[src/rtl/cdb_arbiter_if.sv]
// CDB arbiter bus: requester payloads, ROB branch controls, grant and broadcast.
// master = requesters/ROB side, slave = arbiter side.
`ifndef PRF_IDX_W
`define PRF_IDX_W 6
`endif
`ifndef ROB_IDX_W
`define ROB_IDX_W 5
`endif
`ifndef BR_MASK_W
`define BR_MASK_W 4
`endif
`ifndef ZERO_REG
`define ZERO_REG {`PRF_IDX_W{1'b0}}
`endif

interface cdb_arbiter_if;
   logic [3:0]                  req_vld_i;
   logic [4*`PRF_IDX_W-1:0]     req_tag_i;
   logic [4*64-1:0]             req_value_i;
   logic [4*(`ROB_IDX_W+1)-1:0] req_rob_idx_i;
   logic [4*`BR_MASK_W-1:0]     req_br_mask_i;
   logic                        rob_br_recovery_i;
   logic                        rob_br_pred_correct_i;
   logic [`BR_MASK_W-1:0]       rob_br_tag_fix_i;
   logic [3:0]                  req_gnt_o;
   logic                        cdb_vld_o;
   logic [`PRF_IDX_W-1:0]       cdb_tag_o;
   logic [63:0]                 cdb_value_o;
   logic [`ROB_IDX_W:0]         cdb_rob_idx_o;
   logic [`BR_MASK_W-1:0]       cdb_br_mask_o;
   logic [1:0]                  cdb_src_o;

   modport master (
      output req_vld_i, req_tag_i, req_value_i,
      output req_rob_idx_i, req_br_mask_i,
      output rob_br_recovery_i, rob_br_pred_correct_i,
      output rob_br_tag_fix_i,
      input  req_gnt_o, cdb_vld_o, cdb_tag_o,
      input  cdb_value_o, cdb_rob_idx_o,
      input  cdb_br_mask_o, cdb_src_o
   );

   modport slave (
      input  req_vld_i, req_tag_i, req_value_i,
      input  req_rob_idx_i, req_br_mask_i,
      input  rob_br_recovery_i, rob_br_pred_correct_i,
      input  rob_br_tag_fix_i,
      output req_gnt_o, cdb_vld_o, cdb_tag_o,
      output cdb_value_o, cdb_rob_idx_o,
      output cdb_br_mask_o, cdb_src_o
   );
endinterface

[src/rtl/cdb_arbiter.sv]
// CDB arbiter: BR first, then LD/ALU/MULT round-robin, one registered broadcast.
// CDB_ARB_STARVE_EN adds wait counters letting a starved LD/ALU/MULT beat BR.
`ifndef PRF_IDX_W
`define PRF_IDX_W 6
`endif
`ifndef ROB_IDX_W
`define ROB_IDX_W 5
`endif
`ifndef BR_MASK_W
`define BR_MASK_W 4
`endif
`ifndef ZERO_REG
`define ZERO_REG {`PRF_IDX_W{1'b0}}
`endif

module cdb_arbiter #(
   parameter int unsigned STARVE_MAX = 8
) (
   input logic         clk,
   input logic         rst,
   cdb_arbiter_if.slave bus
);
   localparam int TW = `PRF_IDX_W;
   localparam int RW = `ROB_IDX_W + 1;
   localparam int MW = `BR_MASK_W;

   logic          rec;
   logic [3:0]    vld;
   logic [2:0]    starve;
   logic [1:0]    rr_q;
   logic [1:0]    p0, p1, p2;
   logic [1:0]    win;
   logic          hit;
   logic [3:0]    gnt;
   logic [TW-1:0] tag_sel;
   logic [63:0]   val_sel;
   logic [RW-1:0] rob_sel;
   logic [MW-1:0] mask_sel;

   logic          vld_q;
   logic [TW-1:0] tag_q;
   logic [63:0]   val_q;
   logic [RW-1:0] rob_q;
   logic [MW-1:0] mask_q;
   logic [1:0]    src_q;

   function automatic logic [1:0] nxt(input logic [1:0] x);
      unique case (x)
         2'd1:    nxt = 2'd2;
         2'd2:    nxt = 2'd3;
         default: nxt = 2'd1;
      endcase
   endfunction

   assign rec = bus.rob_br_recovery_i;
   assign vld = bus.req_vld_i;

`ifdef CDB_ARB_STARVE_EN
   localparam int CW = $clog2(STARVE_MAX + 1);
   localparam logic [CW-1:0] CMAX = CW'(STARVE_MAX);

   logic [CW-1:0] wait_q [1:3];

   always_comb begin
      starve = '0;
      for (int i = 1; i < 4; i++)
         starve[i-1] = vld[i] && (wait_q[i] == CMAX);
   end

   // Counters only run while a request is held back.
   always_ff @(posedge clk) begin
      for (int i = 1; i < 4; i++) begin
         if (rst || rec || gnt[i] || !vld[i])
            wait_q[i] <= '0;
         else if (wait_q[i] != CMAX)
            wait_q[i] <= wait_q[i] + 1'b1;
      end
   end
`else
   logic unused;
   assign unused = |STARVE_MAX;
   assign starve = '0;
`endif

   assign p0 = rr_q;
   assign p1 = nxt(p0);
   assign p2 = nxt(p1);

   always_comb begin
      hit = 1'b0;
      win = 2'd0;
      if (!rst && !rec) begin
         if (starve[0]) begin
            hit = 1'b1;
            win = 2'd1;
         end else if (starve[1]) begin
            hit = 1'b1;
            win = 2'd2;
         end else if (starve[2]) begin
            hit = 1'b1;
            win = 2'd3;
         end else if (vld[0]) begin
            hit = 1'b1;
            win = 2'd0;
         end else if (vld[p0]) begin
            hit = 1'b1;
            win = p0;
         end else if (vld[p1]) begin
            hit = 1'b1;
            win = p1;
         end else if (vld[p2]) begin
            hit = 1'b1;
            win = p2;
         end
      end
   end

   always_comb begin
      gnt = '0;
      if (hit)
         gnt[win] = 1'b1;
   end

   assign tag_sel  = bus.req_tag_i[int'(win)*TW +: TW];
   assign val_sel  = bus.req_value_i[int'(win)*64 +: 64];
   assign rob_sel  = bus.req_rob_idx_i[int'(win)*RW +: RW];
   assign mask_sel = bus.req_br_mask_i[int'(win)*MW +: MW];

   always_ff @(posedge clk) begin
      if (rst)
         rr_q <= 2'd1;
      else if (hit && win != 2'd0)
         rr_q <= nxt(win);
   end

   always_ff @(posedge clk) begin
      if (rst || !hit) begin
         vld_q  <= 1'b0;
         tag_q  <= `ZERO_REG;
         val_q  <= '0;
         rob_q  <= '0;
         mask_q <= '0;
         src_q  <= '0;
      end else begin
         vld_q  <= 1'b1;
         tag_q  <= tag_sel;
         val_q  <= val_sel;
         rob_q  <= rob_sel;
         // A branch resolving now must not linger in the broadcast mask.
         mask_q <= bus.rob_br_pred_correct_i ?
                   (mask_sel & ~bus.rob_br_tag_fix_i) : mask_sel;
         src_q  <= win;
      end
   end

   assign bus.req_gnt_o     = gnt;
   assign bus.cdb_vld_o     = vld_q & ~rec;
   assign bus.cdb_tag_o     = tag_q;
   assign bus.cdb_value_o   = val_q;
   assign bus.cdb_rob_idx_o = rob_q;
   assign bus.cdb_br_mask_o = mask_q;
   assign bus.cdb_src_o     = src_q;
endmodule

[src/flat_wrapper.sv]
// flat-port wrapper written by rule: the top's interface ports become plain ports
module cdb_arbiter_flat 
#(
   parameter int unsigned STARVE_MAX = 8
)
  (clk, rst, bus_req_vld_i, bus_req_tag_i, bus_req_value_i, bus_req_rob_idx_i, bus_req_br_mask_i, bus_rob_br_recovery_i, bus_rob_br_pred_correct_i, bus_rob_br_tag_fix_i, bus_req_gnt_o, bus_cdb_vld_o, bus_cdb_tag_o, bus_cdb_value_o, bus_cdb_rob_idx_o, bus_cdb_br_mask_o, bus_cdb_src_o);
  cdb_arbiter_if bus_i ();
  input logic clk;
  input logic rst;
  input wire logic [$bits(bus_i.req_vld_i)-1:0] bus_req_vld_i;
  input wire logic [$bits(bus_i.req_tag_i)-1:0] bus_req_tag_i;
  input wire logic [$bits(bus_i.req_value_i)-1:0] bus_req_value_i;
  input wire logic [$bits(bus_i.req_rob_idx_i)-1:0] bus_req_rob_idx_i;
  input wire logic [$bits(bus_i.req_br_mask_i)-1:0] bus_req_br_mask_i;
  input wire logic [$bits(bus_i.rob_br_recovery_i)-1:0] bus_rob_br_recovery_i;
  input wire logic [$bits(bus_i.rob_br_pred_correct_i)-1:0] bus_rob_br_pred_correct_i;
  input wire logic [$bits(bus_i.rob_br_tag_fix_i)-1:0] bus_rob_br_tag_fix_i;
  output wire logic [$bits(bus_i.req_gnt_o)-1:0] bus_req_gnt_o;
  output wire logic [$bits(bus_i.cdb_vld_o)-1:0] bus_cdb_vld_o;
  output wire logic [$bits(bus_i.cdb_tag_o)-1:0] bus_cdb_tag_o;
  output wire logic [$bits(bus_i.cdb_value_o)-1:0] bus_cdb_value_o;
  output wire logic [$bits(bus_i.cdb_rob_idx_o)-1:0] bus_cdb_rob_idx_o;
  output wire logic [$bits(bus_i.cdb_br_mask_o)-1:0] bus_cdb_br_mask_o;
  output wire logic [$bits(bus_i.cdb_src_o)-1:0] bus_cdb_src_o;
  assign bus_i.req_vld_i = bus_req_vld_i;
  assign bus_i.req_tag_i = bus_req_tag_i;
  assign bus_i.req_value_i = bus_req_value_i;
  assign bus_i.req_rob_idx_i = bus_req_rob_idx_i;
  assign bus_i.req_br_mask_i = bus_req_br_mask_i;
  assign bus_i.rob_br_recovery_i = bus_rob_br_recovery_i;
  assign bus_i.rob_br_pred_correct_i = bus_rob_br_pred_correct_i;
  assign bus_i.rob_br_tag_fix_i = bus_rob_br_tag_fix_i;
  assign bus_req_gnt_o = bus_i.req_gnt_o;
  assign bus_cdb_vld_o = bus_i.cdb_vld_o;
  assign bus_cdb_tag_o = bus_i.cdb_tag_o;
  assign bus_cdb_value_o = bus_i.cdb_value_o;
  assign bus_cdb_rob_idx_o = bus_i.cdb_rob_idx_o;
  assign bus_cdb_br_mask_o = bus_i.cdb_br_mask_o;
  assign bus_cdb_src_o = bus_i.cdb_src_o;
  cdb_arbiter #(.STARVE_MAX(STARVE_MAX)) u_core (.clk(clk), .rst(rst), .bus(bus_i));
endmodule
[config.mk]
export PLATFORM = sky130hd
export DESIGN_NAME = cdb_arbiter_flat
export DESIGN_NICKNAME = d
export VERILOG_FILES = /design/src/rtl/cdb_arbiter_if.sv /design/src/rtl/cdb_arbiter.sv /design/src/flat_wrapper.sv
export SDC_FILE = /design/constraint.sdc
export NUM_CORES = 1
export LEC_CHECK = 0
export CORE_AREA = 2 2 161 163
export CTS_CLUSTER_SIZE = 30
export DETAILED_ROUTE_END_ITERATION = 10
export DIE_AREA = 0 0 163 165
export HOLD_SLACK_MARGIN = 0.06
export PLACE_DENSITY = 0.52
export SLEW_MARGIN = 20
export SYNTH_ARGS = -nofsm -noshare
export SYNTH_HDL_FRONTEND = slang
export SYNTH_SLANG_ARGS = --single-unit
[constraint.sdc]
create_clock -name clk -period 3.7 [get_ports clk]
set_input_delay 0.74 -clock clk [delete_from_list [all_inputs] [get_ports clk]]
set_output_delay 0.74 -clock clk [all_outputs]
set_load 0.02 [all_outputs]
==> results_dict.tcl <==
set metrics [dict create \
    status "complete, no violations" \
    drt-pass1-iter-count 4 \
    cts_setup_buffers 0 \
    avgViaCountPerCell 4.15 \
    cap_viol_max_count 0 \
    combPwrFrac_pct 28.1 \
    drive_gt1_share_pct 9.76 \
    post-route-drc-count 0 \
    clockPowerShare_pct 36.8 \
    max_slew_margin_pct 56.1 \
    max_freq_mhz 281 \
    max_stage_delay_ns 0.48 \
    ir_drop_mv 0.194 \
    synth_area_leader_cell "dfxtp_1" \
    num_antenna_cells 0 \
    crit_fanout 6 \
    cp-end-kind "output pin" \
    fp.dieW_um 163 \
    cts_buffer_depth 2 \
    num_vias 4857 \
    power_density_mw_per_mm2 294 \
    cts.sinks 85 \
    die-area_mm2 0.0269 \
    grt_pass1_wl_mm 29.4 \
    cts_buffers 9 \
    synthCells 419 \
    dpl.hpwl_mm 16.5 \
    worst_slew_pin_slew_ns 0.658 \
    core_mm2 0.0250 \
    p_switching_uw 717 \
    rsz0062_at_grt "no" \
    yosysWarnings 0 \
    p_int_uw 2100 \
    synthTopCellsByArea "dfxtp_1 (37%), mux2i_1 (34%), o22ai_2 (8.1%)" \
    ant_nets 0 \
    clock_skew_ns 0.0119 \
    slowest_stage "mux4_2" \
    p_seq_share_pct 35.0 \
    critical_path_class "input port to output pin" \
    ys_seq_area_share_pct 36.7 \
    fin_crit_ns 3.56 \
    post-place-cells 1154 \
    switching_share_pct 25.5 \
    setup_viol 0 \
    slew_viol_final 0 \
    grt_pass1_vias 4990 \
    drt_iter0_markers 171 \
    initial_core_util_pct 18.5 \
    syn_to_final_growth_pct 106 \
    crit_buf_inv 2 \
    synth.ff_latch_count 85 \
    syn_area_mm2 0.00464 \
    path_clk_slew_ns 0.07 \
    critPathRequiredTime_ns 2.96 \
    final_nets 1174 \
    min_path_type "flip-flop to flip-flop" \
    p_leak_uw 0.00330 \
    crit_family "buffers and inverters" \
    io_pins 419 \
    cts.htree.levels 3 \
    rows 58 \
    die_h_um 165 \
    setup_slack_ns 0.145 \
    final_common_cell "clkdlybuf4s50_1" \
    worstPathArrival_ns 2.82 \
    antenna_found_initial 0 \
    total_power_uw 2810 \
    cts_hold_buf 0 \
    cts_tree "done" \
    hold_violations 0 \
    layout_common_cells "clkdlybuf4s50_1 (414), mux2i_1 (156), dfxtp_1 (85)" \
    setup_tns_ns 0 \
    path_cells "clkdlybuf4s50_1 > mux4_2 > o21bai_1 > o41a_1 > and2_1 > dlygate4sd2_1" \
    synth_top_area_share_pct 36.7 \
    track_usage_pct 14.5 \
    wirelength_mm 20.6 \
    start_kind "input port" \
    wl_per_cell_um 17.6 \
    place_ws_ns -0.146 \
    clock_latency_ns 0.34 \
    syn_nets 758 \
    whs_ns 0.626 \
    fin_crit_sh_pct 96.1 \
    syn_avg_cell_area_um2 11.1 \
    portBuffers 418 \
    cts-root-buf "clkbuf_16" \
    place_congestion 0.788 \
    grt_max_degree 75 \
    grt_overflow 0 \
    finalNonFillerCells 1170 \
    synth_cell_type_count 35 \
]
-- metrics by stage --
stage | utilization, % | instance area (um^2)
after floorplan | - | 4640
after global placement | 36.9 | 9240
after detailed placement | 36.9 | 9240
after CTS | 38.2 | 9560
after global routing | 38.2 | 9570
final | 38.2 | 9570
-- cells by family (layout without fill, tap and decap cells) --
group / Yosys count / in the layout / synth area share [%]
adder cells (fa/ha/maj): 7 / 7 / 1.89
AO/OA/AOI/OAI: 101 / 101 / 18.1
AND/OR/NAND/NOR: 23 / 23 / 2.62
multiplexers: 162 / 162 / 35.4
buffers and inverters: 41 / 462 / 5.34
flip-flops: 85 / 85 / 36.7
-- timing repair --
item,in CTS,in global routing
pin swaps,0,1
resized for setup,4,5
endpoints found under the setup margin,4,4
-- state kept, by name, summed over array words and instances, names as in the netlist --
signal and cells:
u_core.vld_q 1, u_core.bus.cdb_br_mask_o 4, u_core.bus.cdb_tag_o 6, u_core.bus.cdb_src_o 2, u_core.p0 2, u_core.bus.cdb_value_o 64
u_core.bus.cdb_rob_idx_o 6
-- worst paths after layout --
| check | cells after the start | startpoint | endpoint | slack, ns |
|---|---|---|---|---|
| setup / recovery | 6 | bus_req_vld_i[3] | bus_req_gnt_o[1] | 0.14 |
| hold / removal | 2 | u_core.p0[1] | u_core.p0[1] | 0.63 |
| hold reg to reg | 2 | u_core.p0[1] | u_core.p0[1] | 0.63 |
| setup reg to reg | 9 | u_core.p0[1] | u_core.bus.cdb_value_o[16] | 0.52 |
-- metal layers --
layer,wire length [um],part of all wire (%),GRT usage [%],vias up
met4,296,1.4,4.34,0
li1,-,-,-,2423
met3,1760,8.5,4.07,14
met1,7940,39,16.1,2197
met5,0,0,0,-
met2,10600,52,26.7,223
-- power by group through the flow --
| stage | clock network (uW) | logic [uW] | registers (uW) |
|---|---|---|---|
| after floorplan | 0 | 202 | 1080 |
| after global placement | 0 | 798 | 1010 |
| after detailed placement | 0 | 797 | 1010 |
| after CTS | 1090 | 800 | 986 |
| after global routing | 1110 | 843 | 991 |
| final | 1040 | 792 | 986 |
-- layout make-up --
type	instances	area [um^2]
clock buffer	11	243
clock inverter	5	83.8
fill	2540	15500
inverter	5	20.0
multi-input combinational	293	2720
sequential	85	1700
tap	330	413
timing repair buffer	441	4390
-- synth_stat cells --
cell type  number
nand2b_1        2
a211oi_1        1
mux4_2          1
nor3_1          2
o21bai_1        1
mux2_1          1
nor2b_1         2
ha_1            7
mux2_2          4
a21oi_1         8
o31ai_2         1
a21boi_1        1
dfxtp_1        85
o2bb2ai_1       1
o21a_1          2
inv_1           4
o31ai_1         1
mux2i_1       156
a21bo_2         1
nor2b_4         1
clkbuf_1        3
nor2_1          2
o211ai_1        4
o22ai_1        46
o21ai_0         1
a21boi_0        1
buf_2          21
buf_4           6
o21ai_1         1
and2_1          5
nand2_1         9
inv_2           1
buf_6           6
o22ai_2        30
o41a_1          1
-- tightest hold or removal path: cells and delay by family (launching register included) --
| kind | cells | cell delay [ns] |
|---|---|---|
| flip-flops | 1 | 0.39 |
| buffers and inverters | 1 | 0.12 |
| AO/OA/AOI/OAI | 1 | 0.07 |
Note: power is estimated with default switching activity, not from simulation.
